[config.mk]
export PLATFORM = sky130hd
export DESIGN_NAME = multicycle_control_fsm
export DESIGN_NICKNAME = d
export VERILOG_FILES = /design/src/rtl/multicycle_control_fsm.sv
export SDC_FILE = /design/constraint.sdc
export NUM_CORES = 1
export LEC_CHECK = 0
export ABC_AREA = 1
export CAP_MARGIN = 40
export CELL_PAD_IN_SITES_DETAIL_PLACEMENT = 0
export CELL_PAD_IN_SITES_GLOBAL_PLACEMENT = 2
export CORE_MARGIN = 10
export CORE_UTILIZATION = 16
export DETAILED_ROUTE_END_ITERATION = 10
export PLACE_DENSITY_LB_ADDON = 0.1
export SLEW_MARGIN = 40
export SYNTH_ARGS = -nofsm -noshare
export SYNTH_HDL_FRONTEND = slang
export SYNTH_SLANG_ARGS = --single-unit
[constraint.sdc]
create_clock -name clk -period 1.55 [get_ports clk]
set_input_delay 0.3875 -clock clk [delete_from_list [all_inputs] [get_ports clk]]
set_output_delay 0.3875 -clock clk [all_outputs]
set_load 0.005 [all_outputs]
[src/rtl/multicycle_control_fsm.sv]
// multicycle_control_fsm: Moore sequencing controller for the multi-cycle MIPS
// datapath. Walks FETCH/DECODE and per-instruction states, driving every
// datapath select and write enable. It stalls on mem_ready in the memory
// states, pulses instr_done in the last cycle of an instruction and flags
// unsupported opcodes in DECODE.
// Optional feature: define MC_CTRL_JUMP_EN to decode J (000010) through JMP_DONE.
module multicycle_control_fsm #(
    parameter int STATE_W = 4
) (
    input  logic               clk,
    input  logic               reset,
    input  logic [5:0]         opcode,
    input  logic               mem_ready,
    output logic               PCWrite,
    output logic               PCWriteCond,
    output logic               IorD,
    output logic               MemRead,
    output logic               MemWrite,
    output logic               IRWrite,
    output logic               MemtoReg,
    output logic               ALUSrcA,
    output logic               RegWrite,
    output logic               RegDst,
    output logic [1:0]         PCSource,
    output logic [1:0]         ALUOp,
    output logic [1:0]         ALUSrcB,
    output logic [STATE_W-1:0] state,
    output logic               instr_done,
    output logic               illegal_op
);

    localparam logic [5:0] OP_R   = 6'b000000;
    localparam logic [5:0] OP_LW  = 6'b100011;
    localparam logic [5:0] OP_SW  = 6'b101011;
    localparam logic [5:0] OP_BEQ = 6'b000100;
`ifdef MC_CTRL_JUMP_EN
    localparam logic [5:0] OP_J   = 6'b000010;
`endif

    typedef enum logic [3:0] {
        FETCH    = 4'd0,
        DECODE   = 4'd1,
        MEM_ADDR = 4'd2,
        MEM_RD   = 4'd3,
        MEM_WB   = 4'd4,
        MEM_WR   = 4'd5,
        EXEC     = 4'd6,
        R_DONE   = 4'd7,
        BR_DONE  = 4'd8
`ifdef MC_CTRL_JUMP_EN
        ,
        JMP_DONE = 4'd9
`endif
    } state_t;

    state_t currState;
    state_t nextState;

    // State register; reset always lands in FETCH so any in-flight instruction is abandoned
    always_ff @(posedge clk) begin
        if (reset) begin
            currState <= FETCH;
        end else begin
            currState <= nextState;
        end
    end

    // Next-state and Moore outputs; reset overrides every output to 0 so no write fires while it is high
    always_comb begin
        nextState   = currState;
        PCWrite     = 1'b0;
        PCWriteCond = 1'b0;
        IorD        = 1'b0;
        MemRead     = 1'b0;
        MemWrite    = 1'b0;
        IRWrite     = 1'b0;
        MemtoReg    = 1'b0;
        ALUSrcA     = 1'b0;
        RegWrite    = 1'b0;
        RegDst      = 1'b0;
        PCSource    = 2'b00;
        ALUOp       = 2'b00;
        ALUSrcB     = 2'b00;
        instr_done  = 1'b0;
        illegal_op  = 1'b0;
        state       = STATE_W'(currState);

        case (currState)
            FETCH: begin
                MemRead = 1'b1;
                ALUSrcB = 2'b01;
                IRWrite = mem_ready;
                PCWrite = mem_ready;
                if (mem_ready) begin
                    nextState = DECODE;
                end
            end
            DECODE: begin
                ALUSrcB = 2'b11;
                case (opcode)
                    OP_LW, OP_SW: nextState = MEM_ADDR;
                    OP_R:         nextState = EXEC;
                    OP_BEQ:       nextState = BR_DONE;
`ifdef MC_CTRL_JUMP_EN
                    OP_J:         nextState = JMP_DONE;
`endif
                    default: begin
                        illegal_op = 1'b1;
                        nextState  = FETCH;
                    end
                endcase
            end
            MEM_ADDR: begin
                ALUSrcA   = 1'b1;
                ALUSrcB   = 2'b10;
                nextState = (opcode == OP_SW) ? MEM_WR : MEM_RD;
            end
            MEM_RD: begin
                MemRead = 1'b1;
                IorD    = 1'b1;
                if (mem_ready) begin
                    nextState = MEM_WB;
                end
            end
            MEM_WB: begin
                RegWrite   = 1'b1;
                MemtoReg   = 1'b1;
                instr_done = 1'b1;
                nextState  = FETCH;
            end
            MEM_WR: begin
                MemWrite = 1'b1;
                IorD     = 1'b1;
                if (mem_ready) begin
                    instr_done = 1'b1;
                    nextState  = FETCH;
                end
            end
            EXEC: begin
                ALUSrcA   = 1'b1;
                ALUOp     = 2'b10;
                nextState = R_DONE;
            end
            R_DONE: begin
                RegWrite   = 1'b1;
                RegDst     = 1'b1;
                instr_done = 1'b1;
                nextState  = FETCH;
            end
            BR_DONE: begin
                ALUSrcA     = 1'b1;
                ALUOp       = 2'b01;
                PCWriteCond = 1'b1;
                PCSource    = 2'b01;
                instr_done  = 1'b1;
                nextState   = FETCH;
            end
`ifdef MC_CTRL_JUMP_EN
            JMP_DONE: begin
                PCWrite    = 1'b1;
                PCSource   = 2'b10;
                instr_done = 1'b1;
                nextState  = FETCH;
            end
`endif
            default: nextState = FETCH;
        endcase

        if (reset) begin
            PCWrite     = 1'b0;
            PCWriteCond = 1'b0;
            IorD        = 1'b0;
            MemRead     = 1'b0;
            MemWrite    = 1'b0;
            IRWrite     = 1'b0;
            MemtoReg    = 1'b0;
            ALUSrcA     = 1'b0;
            RegWrite    = 1'b0;
            RegDst      = 1'b0;
            PCSource    = 2'b00;
            ALUOp       = 2'b00;
            ALUSrcB     = 2'b00;
            instr_done  = 1'b0;
            illegal_op  = 1'b0;
            state       = '0;
        end
    end

endmodule

; ---- After elaboration in Yosys (flattened, before gate mapping)
; Index checks and enable logic that the tools add are counted.
; Widths: inputs -> output; s select.
[word_totals]
reg_bits = 4
input_bits = 9
memories = 0
word_cells = 62
latch_bits = 0
out_inout_bits = 22
mem_bits_rw = 0
mem_bits_ro = 0
[classes]
shifts = 0
div = 0
n_reduce_logical = 10
addsub = 0
order_cmp = 0
bitwise = 0
n_mux = 37
eq_ne = 14
multipliers = 0
[ops]
columns = op, n
row1 = $mux 1, 24
row2 = $pmux 4 s6, 1
row3 = $eq 4x3->1 const B, 4
row4 = $mux 4, 4
row5 = $eq 6x6->1 const B, 2
row6 = $pmux 4 s3, 1
row7 = $eq 4x2->1 const B, 2
row8 = $reduce_or 2->1, 4
row9 = $eq 6x3->1 const B, 1
row10 = $logic_not 6->1, 1
row11 = $mux 2, 3
row12 = $ne 2x2->1 const B, 3
row13 = $pmux 2 s3, 1
row14 = $reduce_or 3->1, 2
row15 = $eq 4x1->1 const B, 1
row16 = $eq 4x4->1 const B, 1
row17 = $logic_not 4->1, 1
row18 = $pmux 2 s2, 1
row19 = $reduce_or 4->1, 1
row20 = $mux 3, 1
row21 = $reduce_and 3->1, 1
row22 = $pmux 1 s2, 1

; ---- Longest topological paths before layout
; Gate-level depths: netlist of the first run.
[depth]
ltp_word = 5
depth_mapped = 8

; ---- Worst setup path before layout of the first run
; No wires, ideal clock.
[synth_timing]
kind = register to output
startpoint = register currState[3]
endpoint = output port PCWrite
n_path_buf = 1
t_arrival_ns = 1.028
setup_slack_ns = 0.135
required_ns = 1.162
stages_incl_launch_ff = 5
path_cell_list = dfxtp_1 -> nor2_1 -> nand2_1 -> nor3_1 -> buf_4
[synth_via]
elab_chain_len = 3
[synth_lines]
columns = element, line
row1 = from (decl), 56  ; state_t currState;
row2 = from (signal assigned), 64  ; currState <= nextState;
row3 = $logic_not 4->1, --
row4 = $mux 1 (2 in a row), --
row5 = to (decl), 14  ; output logic PCWrite,
; No other way between the ends.

; ---- Worst setup path after layout of the first run
[layout_timing]
startpoint = register currState[0]
endpoint = output port instr_done
[layout_via]
elab_chain_len = 4
word_cells_on_any_way = 7
[layout_lines]
columns = element, line
row1 = $eq 4x4->1 or $eq 4x3->1 (tied branches), 88  ; case (currState)
row2 = $reduce_or 3->1 (no line), --
row3 = $pmux 1 s2 (*), 88
row4 = $mux 1 (*), 169  ; if (reset) begin
row5 = to (decl), 28  ; output logic instr_done,
; Every way passes the cells marked *; elsewhere a longest branch is shown, timed or not.

==> metrics, run 1 <==
ant diodes 0; overall global routing resource usage 8.22%; number of synthesized register bits 4; synth-to-layout area growth 162%; initial antenna violation count 0; TNS Setup -0.678 ns; latest clock arrival within the worst-skew pair 0.24 ns; FFs w/ async S/R, synth 0%; total wire length 2.54 mm; top-count cell post-synth nor2_1; Core Box Area 0.00313 mm²; Netlist cell types 17; Tmin final 1.65 ns; top post-synthesis cells by area nor2_1 22%, nand2_1 17%, dfxtp_1 15%; top_reg_cell synth dfxtp_1; clock sinks 4; class of the worst hold path input pin to flip-flop; Post-Layout Inst Area 0.00141 mm²; RSZ-0062 raised after global routing true; Synth top area share 21.7%; violated checks negative setup slack; I/O pins 31; Post-Synthesis Cells 107; CP Buf/Inv Count 4; PD cells 323 mW/mm²; WP data arrival 1.26 ns; largest reg by FF count currState; final worst-path setup slack -0.0997 ns; share of cells above drive strength 1 67.4%; first-pass GRT wire length 4.08 mm; IO Port Bufs 29; drt first pass iters 4; fmax 0.606 GHz; synthesized cell area 537 µm²; critical path, cell by cell inv_4, nand2_4, inv_2, nor2_4, inv_2, nor2_4, nor2_1, o21ai_1, buf_2; CP Class flip-flop to output port; hpwl dp 2.02 mm; Avg WL per Cell 11.0 µm; fin crit share 106%; status finished, violations left; largest registers currState (4); area of the multi-input gates 558 µm²; max_cap viols 0; Vias/cell 3.92; Fin. Hold Viols 0; register area share after synthesis 14.9%; placed instance area 0.00112 mm²; gr ovfl total 0; TritonCTS clock tree built; hold-fix buffers at CTS 0; die width 77.9 µm; cts bufs inserted 3; clk buf depth 2; fillcell total 348; # setup viols final 15; Slew Viols, Final 0; area leader, netlist nor2_1; Iteration-0 DRC Markers 22; final RePlAce weighted congestion 0.800; CP Max Fanout 4; number of global-route vias before repair 898; # H-tree levels 1; EDFF count, synth 0; max reg flops 4; CP required 1.16 ns; CP top delay family flip-flops; Initial Utilization 17.2%; register area 95.1 µm²; largest net degree at the start of global routing 7; CP Capture Type output port; vias post-DR 906; # rows 20; P_leak 0.000737 µW; yosys warns 0; post-synthesis net count 116; # DRC 0; Commonest cells post-synth 31 x nor2_1, 25 x nand2_1, 11 x inv_1; Peak VDD IR 0.374 mV; Chip Height 77.9 µm; worst clock skew 0.00692 ns; syn avg cell area 5.02 µm²; Tot Pwr 455 µW; nets@finish 198; Die Area 0.00607 mm²; CTS Root Buffer Type clkbuf_4; hold_ws 0.601 ns; Post-DRT Antenna Nets 0; CP startpoint kind flip-flop; slowest CP cell dfxtp_4; CP max stage delay 0.38 ns; Clk pin slew, worst setup/hold paths 0.04 ns
cell usage in the layout, fill, tap and decap left out, types with 3 or more instances in the layout:
cell type and count:
buf_2 17, buf_4 45, buf_6 10, clkbuf_4 3, dfxtp_4 4, dlygate4sd2_1 5, inv_1 7, inv_2 5
nand2_1 19, nand2_4 5, nand3_1 7, nor2_1 17, nor2_2 10, nor2_4 10
cells by family (layout without fill, tap and decap cells):
group,count (synthesis),count (layout),synth area share [%]
and+or+nand+nor,79,79,65.0
buffers and inverters,19,99,15.6
AOI/OAI and AO/OA,4,4,3.73
DFF,4,4,14.9
other,1,1,0.699
repair_timing:
action | 4_1_cts | 5_1_grt
pin swaps | 12 | 18
setup buffers | 13 | 5
cloned | 0 | 0
endpoints found under the setup margin | 21 | 22
gates resized for setup | 122 | 48
path summary, 6_finish.rpt:
path | from | endpoint | slack, ns | cells after the start
setup / recovery | currState[0] | instr_done | -0.1 | 9
hold / removal | reset | currState[3] | 0.60 | 4
setup reg to reg | currState[0] | currState[2] | 0.24 | 9
hold reg to reg | currState[0] | currState[3] | 0.64 | 4
report_power, final:
| part | leakage [µW] | switching [µW] | internal [µW] | total (µW) |
|---|---|---|---|---|
| sequential | 0.0000355 | 7.67 | 102 | 110 |
| clock | 0.0000138 | 45.5 | 86.7 | 132 |
| combinational | 0.000687 | 101 | 111 | 212 |
| total | 0.000737 | 154 | 301 | 455 |
layer usage:
layer	up-vias	part of all wire, %	track usage [%]
li1	488	-	-
met1	401	43	9.39
met2	13	51	13.8
met3	4	4.8	3.34
met4	0	0.90	2.15
met5	-	0	0
worst min-delay path: stages:
cell and delay (ns):
buf_2 0.16, inv_1 0.12, nand2_2 0.10, nor2_1 0.04
through the flow:
stage,instances,setup slack (ns),util (%)
finish,231,-0.0997,45.0
global route,231,-0.228,45.0
CTS,228,-0.144,41.4
detailed placement,212,-0.789,36.0
global placement,212,-0.729,36.0
floorplan,107,0.135,-
area by class of cell:
type | count | area share, %
timing repair buffer | 81 | 43.3
multi-input combinational | 84 | 39.7
sequential | 4 | 6.76
inverter | 15 | 4.72
tap | 44 | 3.91
clock buffer | 3 | 1.60
(Power assumes the default switching activity.)
==> run 2: changes to the inputs <==
--- a/config.mk
+++ b/config.mk
@@ -13,7 +13,8 @@
 export CORE_UTILIZATION = 16
 export DETAILED_ROUTE_END_ITERATION = 10
 export PLACE_DENSITY_LB_ADDON = 0.1
-export SLEW_MARGIN = 40
+export SLEW_MARGIN = 20
 export SYNTH_ARGS = -nofsm -noshare
 export SYNTH_HDL_FRONTEND = slang
 export SYNTH_SLANG_ARGS = --single-unit
+export TNS_END_PERCENT = 20
==> run 2 against run 1 <==
  * The run still ends with negative setup slack left
  * Sequential power barely moved
  * Clock power about the same
  * Hold slack improved by 0.049 ns
  * First-iteration DRC count down 4.5%
  * Sequential cell count stayed put
  * Worst setup slack better by 0.0077 ns
  * Register-to-register slack gained 0.11 ns
  * Combinational power down 5%
  * Critical endpoint is now illegal_op
  * Largest power group unchanged
==> metrics, run 2 (synthesis results as in run 1) <==
Slew Viols, Final 0; synth-to-layout area growth 143%; drt first pass iters 2; fin crit share 106%; fillcell total 359; critical path endpoint illegal_op; CP startpoint kind flip-flop; hold_ws 0.651 ns; Avg WL per Cell 10.9 µm; # rows 20; largest registers currState (4); WP data arrival 1.25 ns; status finished, violations left; number of global-route vias before repair 899; Core Box Area 0.00313 mm²; fin util 41.6%; IO Port Bufs 29; final RePlAce weighted congestion 0.800; PD cells 340 mW/mm²; leading cell type in the layout, fill and taps excluded buf_4; clk buf depth 2; vias post-DR 875; first-pass GRT wire length 4.09 mm; Iteration-0 DRC Markers 21; total wire length 2.48 mm; final worst-path setup slack -0.0919 ns; ant diodes 0; Chip Height 77.9 µm; largest reg by FF count currState; cts bufs inserted 3; overall global routing resource usage 8.24%; clock sinks 4; largest net degree at the start of global routing 7; most frequent cells in the layout 48 x buf_4, 19 x nand2_1, 18 x nor2_1; max reg flops 4; Placed Instances 212; reg2reg end currState[2]; CP Max Fanout 4; CTS Root Buffer Type clkbuf_4; Die Area 0.00607 mm²; Post-Place Worst Slack -0.789 ns; class of the worst hold path flip-flop to flip-flop; # setup viols final 14; CP Class flip-flop to output port; Post-DRT Antenna Nets 0; CP required 1.16 ns; CP Capture Type output port; initial antenna violation count 0; latest clock arrival within the worst-skew pair 0.24 ns; Tmin final 1.64 ns; I/O pins 31; violated checks negative setup slack; Peak VDD IR 0.375 mV; gr ovfl total 0; Fin. Hold Viols 0; reg2reg path depth 8; reg-to-reg slack, setup 0.35 ns; Critical Path Start currState[2]; fmax 0.609 GHz; P_leak 0.000695 µW; Clk pin slew, worst setup/hold paths 0.04 ns; die width 77.9 µm; Vias/cell 3.85; final cell count without fillers 227; max_cap viols 0; # H-tree levels 1; share of cells above drive strength 1 62.8%; nets@finish 194; Initial Utilization 17.2%; Crit Reg-Reg Startpoint currState[3]; hpwl dp 2.02 mm; # DRC 0; worst clock skew 0.00612 ns; RSZ-0062 raised after global routing true; TritonCTS clock tree built
## run 2: worst min-delay path by stage
| stage | from | to | depth (start not counted) |
|---|---|---|---|
| floorplan | opcode[2] | currState[3] | 2 |
| global placement | currState[0] | currState[3] | 4 |
| detailed placement | currState[0] | currState[3] | 4 |
| CTS | currState[0] | currState[3] | 4 |
| global route | currState[0] | currState[3] | 4 |
| finish | currState[0] | currState[3] | 4 |
## run 2: what timing repair did
item	in CTS	in global routing
hold buffers	0	0
cloned	0	0
pin swaps	9	5
buffers inserted	10	2
gates resized for setup	107	28
setup endpoints to repair	21	21
## run 2: cell type report
type                    count  area [µm²]  area share, %
inverters                  15        68.8           5.28
repair buffers             77         568           43.6
multi-input cells          84         493           37.8
clock buffers               3        22.5           1.73
well taps                  44        55.1           4.23
flip-flops and latches      4        95.1           7.30
## run 2: worst max-delay path, cell delays in order (launching register included)
cell and delay (ns):
dfxtp_4 0.37, inv_6 0.08, nand2_2 0.09, nor2_4 0.13, nand2_2 0.06, nor3b_2 0.16, buf_2 0.13
## run 2: stage by stage
| stage | power, µW | instance area [µm²] | TNS (ns) |
|---|---|---|---|
| 6_report | 443 | 1300 | -0.742 |
| 5_1_grt | 486 | 1300 | -2.49 |
| 4_1_cts | 433 | 1270 | -1.34 |
| 3_5_place_dp | 289 | 1120 | -13.59 |
| 3_3_place_gp | 291 | 1120 | -12.81 |
| 2_1_floorplan | 180 | 537 | 0 |
## run 2: routing by layer
| metal | up-vias | share of wire (%) | global-route usage, % |
|---|---|---|---|
| li1 | 480 | - | - |
| met1 | 378 | 46 | 9.46 |
| met2 | 13 | 49 | 14.0 |
| met3 | 4 | 4.4 | 3.11 |
| met4 | 0 | 0.85 | 2.15 |
| met5 | - | 0 | 0 |
## run 2: report_power, final
part           total [µW]  internal (µW)  switching (µW)
combinational         202            107            94.6
sequential            111            102            8.88
clock                 130           86.6            43.6
==> run 3: changes to the inputs <==
--- a/config.mk
+++ b/config.mk
@@ -17,4 +17,3 @@
 export SYNTH_ARGS = -nofsm -noshare
 export SYNTH_HDL_FRONTEND = slang
 export SYNTH_SLANG_ARGS = --single-unit
-export TNS_END_PERCENT = 20
==> results of run 3 <==
The final DEF is identical to that of run 1; final timing and power are the same.
